==> src/rtl/hazard_ctrl.sv <==
// Pipeline hazard/stall controller: drives ld/clr of every pipeline register for
// load-use stalls, taken-branch flushes and multi-cycle memory waits. Optional macro: HAZARD_PERF_CNT_EN.
module hazard_ctrl #(
    parameter int REG_ADDR_W  = 5,
    parameter int MEM_LATENCY = 3
) (
    input  logic                  clk,
    input  logic                  rst,
    input  logic [REG_ADDR_W-1:0] id_rs1,
    input  logic [REG_ADDR_W-1:0] id_rs2,
    input  logic                  id_use_rs1,
    input  logic                  id_use_rs2,
    input  logic [REG_ADDR_W-1:0] ex_rd,
    input  logic                  ex_mem_read,
    input  logic                  branch_taken,
    input  logic                  mem_req,
    output logic                  pc_ld,
    output logic                  ifid_ld,
    output logic                  idex_ld,
    output logic                  exmem_ld,
    output logic                  memwb_ld,
    output logic                  ifid_clr,
    output logic                  idex_clr,
    output logic                  memwb_clr,
    output logic                  mem_stall
`ifdef HAZARD_PERF_CNT_EN
    ,
    output logic [31:0]           stall_cycles,
    output logic [31:0]           flush_count,
    output logic [31:0]           bubble_count
`endif
);

    localparam int CNT_W = (MEM_LATENCY > 2) ? $clog2(MEM_LATENCY) : 1;
    localparam bit MULTI_CYCLE = (MEM_LATENCY > 1);
    localparam logic [CNT_W-1:0] CNT_INIT = (MEM_LATENCY > 1) ? CNT_W'(MEM_LATENCY - 2) : '0;

    typedef enum logic {RUN, WAIT} state_t;

    state_t           state_q, state_d;
    logic [CNT_W-1:0] cnt_q, cnt_d;
    logic             load_use;
    logic             flush;
    logic             bubble;

    // cnt counts remaining stall cycles after the current one; the cycle with cnt==0 in WAIT is the final MEM cycle.
    always_comb begin
        state_d   = state_q;
        cnt_d     = cnt_q;
        mem_stall = 1'b0;
        case (state_q)
            RUN: begin
                if (mem_req && MULTI_CYCLE) begin
                    mem_stall = 1'b1;
                    state_d   = WAIT;
                    cnt_d     = CNT_INIT;
                end
            end
            WAIT: begin
                if (cnt_q != '0) begin
                    mem_stall = 1'b1;
                    cnt_d     = cnt_q - CNT_W'(1);
                end else begin
                    state_d = RUN;
                end
            end
            default: state_d = RUN;
        endcase
    end

    always_ff @(posedge clk or posedge rst) begin
        if (rst) begin
            state_q <= RUN;
            cnt_q   <= '0;
        end else begin
            state_q <= state_d;
            cnt_q   <= cnt_d;
        end
    end

    assign load_use = ex_mem_read && (ex_rd != '0) &&
                      ((id_use_rs1 && (id_rs1 == ex_rd)) || (id_use_rs2 && (id_rs2 == ex_rd)));

    // A memory stall masks both flush and bubble; they re-evaluate once the held stages advance.
    assign flush  = branch_taken && !mem_stall;
    assign bubble = load_use && !mem_stall && !branch_taken;

    assign pc_ld     = !mem_stall && !bubble;
    assign ifid_ld   = !mem_stall && !bubble;
    assign idex_ld   = !mem_stall;
    assign exmem_ld  = !mem_stall;
    assign memwb_ld  = 1'b1;
    assign ifid_clr  = flush;
    assign idex_clr  = flush || bubble;
    assign memwb_clr = mem_stall;

`ifdef HAZARD_PERF_CNT_EN
    logic [31:0] stall_cycles_q, flush_count_q, bubble_count_q;

    always_ff @(posedge clk or posedge rst) begin
        if (rst) begin
            stall_cycles_q <= '0;
            flush_count_q  <= '0;
            bubble_count_q <= '0;
        end else begin
            if (mem_stall) stall_cycles_q <= stall_cycles_q + 32'd1;
            if (flush)     flush_count_q  <= flush_count_q + 32'd1;
            if (bubble)    bubble_count_q <= bubble_count_q + 32'd1;
        end
    end

    assign stall_cycles = stall_cycles_q;
    assign flush_count  = flush_count_q;
    assign bubble_count = bubble_count_q;
`endif

endmodule

==> config.mk <==
export PLATFORM = sky130hd
export DESIGN_NAME = hazard_ctrl
export DESIGN_NICKNAME = d
export VERILOG_FILES = /design/src/rtl/hazard_ctrl.sv
export SDC_FILE = /design/constraint.sdc
export NUM_CORES = 1
export LEC_CHECK = 0
export ABC_AREA = 1
export ABC_CLOCK_PERIOD_IN_PS = 3800
export BUFFER_PORTS_ARGS = -buffer_cell sky130_fd_sc_hd__buf_2
export CAP_MARGIN = 20
export CORE_AREA = 4 4 41 43
export DETAILED_ROUTE_END_ITERATION = 8
export DIE_AREA = 0 0 45 47
export PLACE_DENSITY = 0.65
export SYNTH_ARGS = -nofsm -noshare
export SYNTH_HDL_FRONTEND = slang
export SYNTH_SLANG_ARGS = --single-unit
==> constraint.sdc <==
create_clock -name clk -period 3.8 [get_ports clk]
set_clock_uncertainty 0.15 [all_clocks]
set_input_delay 0.19 -clock clk [delete_from_list [all_inputs] [get_ports clk]]
set_output_delay 0.19 -clock clk [all_outputs]
set_load 0.005 [all_outputs]
== Yosys cells after proc, flatten, opt, wreduce, memory -nomap -nowiden ==
Cells that the tools add are included.

* Output and inout bits: 9
* Logic and storage cells: 30
* Bits of input ports: 22
* Memories: 0
* Bits in registers: 3
* Memory bits (read-only): 0
* Memory bits (writable): 0
* Bits in latches: 0

* Shift-type cells: 0
* Equal/unequal tests: 4
* $lt $le $gt $ge: 0
* Reductions and logical operators: 16
* Bitwise operators: 1
* Add/subtract/negate cells: 1
* Multiplexer cells: 6
* Divide/modulo/power cells: 0
* $mul: 0

{| class="wikitable"
|+ Operators by type and width
! operator !! number
|-
| $eq A5 B5 Y1 || 2
|-
| $logic_and A1 B1 Y1 || 8
|-
| $reduce_bool A5 Y1 || 1
|-
| $mux W2 || 2
|-
| $pmux W2 S2 || 1
|-
| $logic_not A1 Y1 || 3
|-
| $logic_or A1 B1 Y1 || 2
|-
| $mux W1 || 2
|-
| $ne A2 B1 Y1 const B || 1
|-
| $ne A2 B2 Y1 const B || 1
|-
| $pmux W1 S2 || 1
|-
| $reduce_and A2 Y1 || 1
|-
| $reduce_bool A2 Y1 || 1
|-
| $sub A2 B1 Y2 const B || 1
|-
| $not A1 Y1 || 1
|}

== Logic depth before layout (Yosys ltp) ==
* Depth after elaboration: 8
* Depth in mapped cells: 8
* Gate-level depth less buffers: 8

== Worst setup path after synthesis ==
No wires, ideal clock.

* Path type: register to output
* From: reg cnt_q[0]
* To: out pc_ld
* Path buffers: 1
* Slack: 2.306 ns
* Stages on the path, launching flop included: 9
* Data required time: 3.460 ns
* Data arrival time: 1.154 ns
* Cells stage by stage: dfrtp_1 inv_1 ha_1 nor2_1 inv_2 nand4_1 nor2_1 a21oi_1 buf_4

* Word-level cells in the longest chain between the ends: 8

{| class="wikitable"
|+ RTL lines
! element !! line !! text
|-
| start, declared || 41 || <nowiki>logic [CNT_W-1:0] cnt_q, cnt_d;</nowiki>
|-
| start signal, assigned || 77 || <nowiki>cnt_q <= cnt_d;</nowiki>
|-
| $reduce_bool A2 Y1 (*) || 60 || <nowiki>if (cnt_q != '0) begin</nowiki>
|-
| $mux W1 (*) || 60 ||
|-
| $pmux W1 S2 (*) || 51 || <nowiki>case (state_q)</nowiki>
|-
| $logic_not A1 Y1 (*) || - ||
|-
| $logic_and A1 B1 Y1 (2 in series) || 86 || <nowiki>assign bubble = load_use && !mem_stall && !branch_taken;</nowiki>
|-
| $logic_not A1 Y1 || - ||
|-
| $logic_and A1 B1 Y1 (*) || - ||
|-
| end, declared || 17 || <nowiki>output logic pc_ld,</nowiki>
|}

Every way passes the cells marked *; elsewhere a longest branch is shown, timed or not.

== Worst setup path after layout ==
* From: reg cnt_q[0]
* To: out idex_clr

* Word-level cells in the longest chain between the ends: 7
* Elaborated cells on any way between the ends: 8
* Classes of those cells: mux: 2; reduce/logical: 6

{| class="wikitable"
|+ RTL lines
! element !! line !! text
|-
| $reduce_bool A2 Y1 (*) || 60 ||
|-
| $mux W1 (*) || 60 ||
|-
| $pmux W1 S2 (*) || 51 ||
|-
| $logic_not A1 Y1 (*) || 85, 86 ||
|-
| $logic_and A1 B1 Y1 (2 in series) || 86 ||
|-
| $logic_or A1 B1 Y1 (*) || 94 || <nowiki>assign idex_clr = flush || bubble;</nowiki>
|-
| end, declared || 23 || <nowiki>output logic idex_clr,</nowiki>
|}

Marked as above.

==> impl_metrics.yaml <==
synth:
  synth-simple-area-share_pct: 46.9
  synth_mux_area_share_pct: 0
  yosys.area_share.adder_pct: 2.95
  ys_types: 16
  synth_nets: 107
  yosysSeqAreaShare_pct: 17.7
  ys_seq_elements: 3
  yosys_warnings: 0
  syn_area_sq_um: 424
  synth_top_family_by_area: "simple AND/OR/NAND/NOR gates"
  synthXorXnorAreaFrac_pct: 0
  syn_inst: 84
  syn_area_per_cell_sq_um: 5.05
  synth_compound_area_share_pct: 5.01
floorplan:
  rows: 13
  io_pins: 31
  start_util_pct: 32.6
  core_sq_um: 1300
  dieArea_sq_um: 2120
  die_width_um: 45
  die_y_um: 47
finish:
  n_antenna_cell: 0
  fillers: 158
  drive_above_1_share_pct: 36.8
  nNetsFinal: 138
  syn2layout_area_growth_pct: 40.1
worst_setup_path:
  path_cells: "inv_1, ha_1, nor2_1, inv_2, nand2_2, inv_2, nand2_1, nand2_1, buf_2"
  startpoint_type: "register"
  cpPeakStageDelay_ps: 310
  cp.required_ps: 3460
  worstReg2RegStart: "cnt_q[0]"
  r2r_cells: 7
  criticalPathCategory: "reg2out"
  crit_fanout: 8
  cp-end-kind: "output port"
  r2r_end: "cnt_q[0]"
  arrival_ps: 1400
  cp_slowest_cell: "dfrtp_1"
  rrSetupSlack_ps: 2520
min_path:
  holdPathStages: 3
  min_to: "state_q"
  min_path_type: "in2reg"
  hold_start: "mem_req"
global_routing:
  grt-ovfl-total: 0
  antenna_found_initial: 0
  grt_first_pass_wirelength_um: 1590
  grt_pass1_vias: 450
  grt_max_degree: 9
  track_usage_pct: 10.6
clocking:
  ctsLongestPathBuffers: 2
  post_cts_buffers: 0
  cts_resized: 0
  tritoncts.num_buffers: 3
  cts_sinks: 3
  worstSkewPairLatency_ps: 230
  path_clk_slew_ps: 40
  cts_root_buf: "clkbuf_4"
  h-tree-depth: 1
  ctsHoldBuffers: 1
  cts_tree: "done"
detailed_routing:
  route.detailed.drc: 0
  avgViaCountPerCell: 4.04
  drt_pass1_iterations: 2
  vias: 521
  ant_nets: 0
  postRouteWirelength_um: 1010
  post_drt_wl_per_cell_um: 7.82
  drt_iter0_drc: 9
power_and_ir_drop:
  ir_drop_uv: 133
  power.share.clock_pct: 20.3
  p_sw_share_pct: 42.0
  finalPower_uw: 276
  power.net_switching_uw: 116
  p_leak_nw: 0.422
  pwr-share-seq_pct: 19.0
  p_comb_share_pct: 60.8
  power.internal_uw: 160
  p_per_area_nw_per_um2: 465
timing:
  grt_setup_unrepaired: "false"
  period_share_pct: 45.9
  slew_viol_final: 0
  setup_tns_ps: 0
  min_period_ps: 1740
  setup_viol: 0
  fmax_mhz: 574
  hold_viol: 0
flow_run:
  max_cap_violations: 0
outcome:
  outcome: "complete, no violations"
place:
  gp_congestion: 0.718
  port-buffer-count: 29
  hpwlAfterDp_um: 872
-- placed cells by master, fill, tap and decap left out --
master	n
nand2_1	33
o21ai_0	2
nor3_1	1
o22ai_1	1
clkbuf_1	1
nor2_2	2
inv_2	7
dlygate4sd3_1	1
a21oi_1	1
nand3_1	3
ha_1	1
inv_1	15
nand2_2	1
clkbuf_4	3
dfrtp_1	3
nor2_1	8
buf_2	29
nand4_1	1
conb_1	1
-- critical path: cells and delay by family, from the launching register on --
family,cells,cell delay [ps]
and+or+nand+nor,4,390
DFF,1,310
adders and majority gates,1,190
buffers and inverters,4,280
-- cell usage after synthesis --
cell type | count | area [sq um]
nand2_2 | 1 | 6.26
nand4_1 | 1 | 6.26
nor2_1 | 8 | 30.0
a21oi_1 | 1 | 5.00
inv_1 | 15 | 56.3
nand2_1 | 33 | 124
nor3_1 | 1 | 5.00
o22ai_1 | 1 | 6.26
conb_1 | 1 | 3.75
nand3_1 | 3 | 15.0
nor2_2 | 2 | 12.5
dfrtp_1 | 3 | 75.1
inv_2 | 7 | 26.3
ha_1 | 1 | 12.5
buf_4 | 4 | 30.0
o21ai_0 | 2 | 10.0
-- sequential cells by signal (all words and copies together) (netlist names) --
register	cells
cnt_q	2
state_q	1
-- logic make-up (layout without fill, tap and decap cells) --
| group | count (synthesis) | after routing |
|---|---|---|
| AOI/OAI and AO/OA | 4 | 4 |
| adders and majority gates | 1 | 1 |
| buffers and inverters | 26 | 56 |
| DFF | 3 | 3 |
| other | 1 | 1 |
| and+or+nand+nor | 49 | 49 |
-- worst max-delay path by stage --
stage               startpoint  endpoint  slack, ps  depth (start not counted)
floorplan             cnt_q[0]     pc_ld       2310                          8
global placement      cnt_q[0]  idex_clr       2330                          9
detailed placement    cnt_q[0]   ifid_ld       2310                          8
CTS                   cnt_q[0]     pc_ld       2050                          8
global route          cnt_q[0]  idex_clr       1930                          9
finish                cnt_q[0]  idex_clr       2060                          9
-- layout make-up --
cell class | instances | area [sq um] | area share [%]
sequential | 3 | 75.1 | 12.6
inverter | 22 | 82.6 | 13.9
multi-input combinational | 55 | 236 | 39.8
clock buffer | 4 | 26.3 | 4.42
timing repair buffer | 30 | 155 | 26.1
tap | 15 | 18.8 | 3.16
-- routing by layer --
layer | vias to the layer above | part of all wire [%] | track usage [%]
met5 | - | 0 | 0
met3 | 2 | 9.3 | 4.98
li1 | 298 | - | -
met4 | 0 | 0.99 | 7.02
met1 | 204 | 44 | 11.0
met2 | 17 | 46 | 17.2
-- power groups by stage --
stage	combinational (mW)	sequential (mW)	clock (mW)
final	0.168	0.0524	0.0560
after global routing	0.196	0.0548	0.0634
after CTS	0.172	0.0525	0.0588
after detailed placement	0.170	0.0529	0
after global placement	0.168	0.0529	0
after floorplan	0.125	0.0525	0
-- through the flow --
| stage | worst slack [ps] | instance area [sq um] | std cells | hold WS [ps] | utilization, % |
|---|---|---|---|---|---|
| after global placement | 2330 | 558 | 124 | -91.0 | 42.9 |
| after CTS | 2050 | 594 | 129 | 148 | 45.7 |
| after global routing | 1930 | 594 | 129 | 175 | 45.7 |
| final | 2060 | 594 | 129 | 153 | 45.7 |
| after floorplan | 2310 | 424 | 84 | -206 | - |
| after detailed placement | 2310 | 558 | 124 | -90.3 | 42.9 |
No activity file was read; power rests on OpenSTA's default activity.
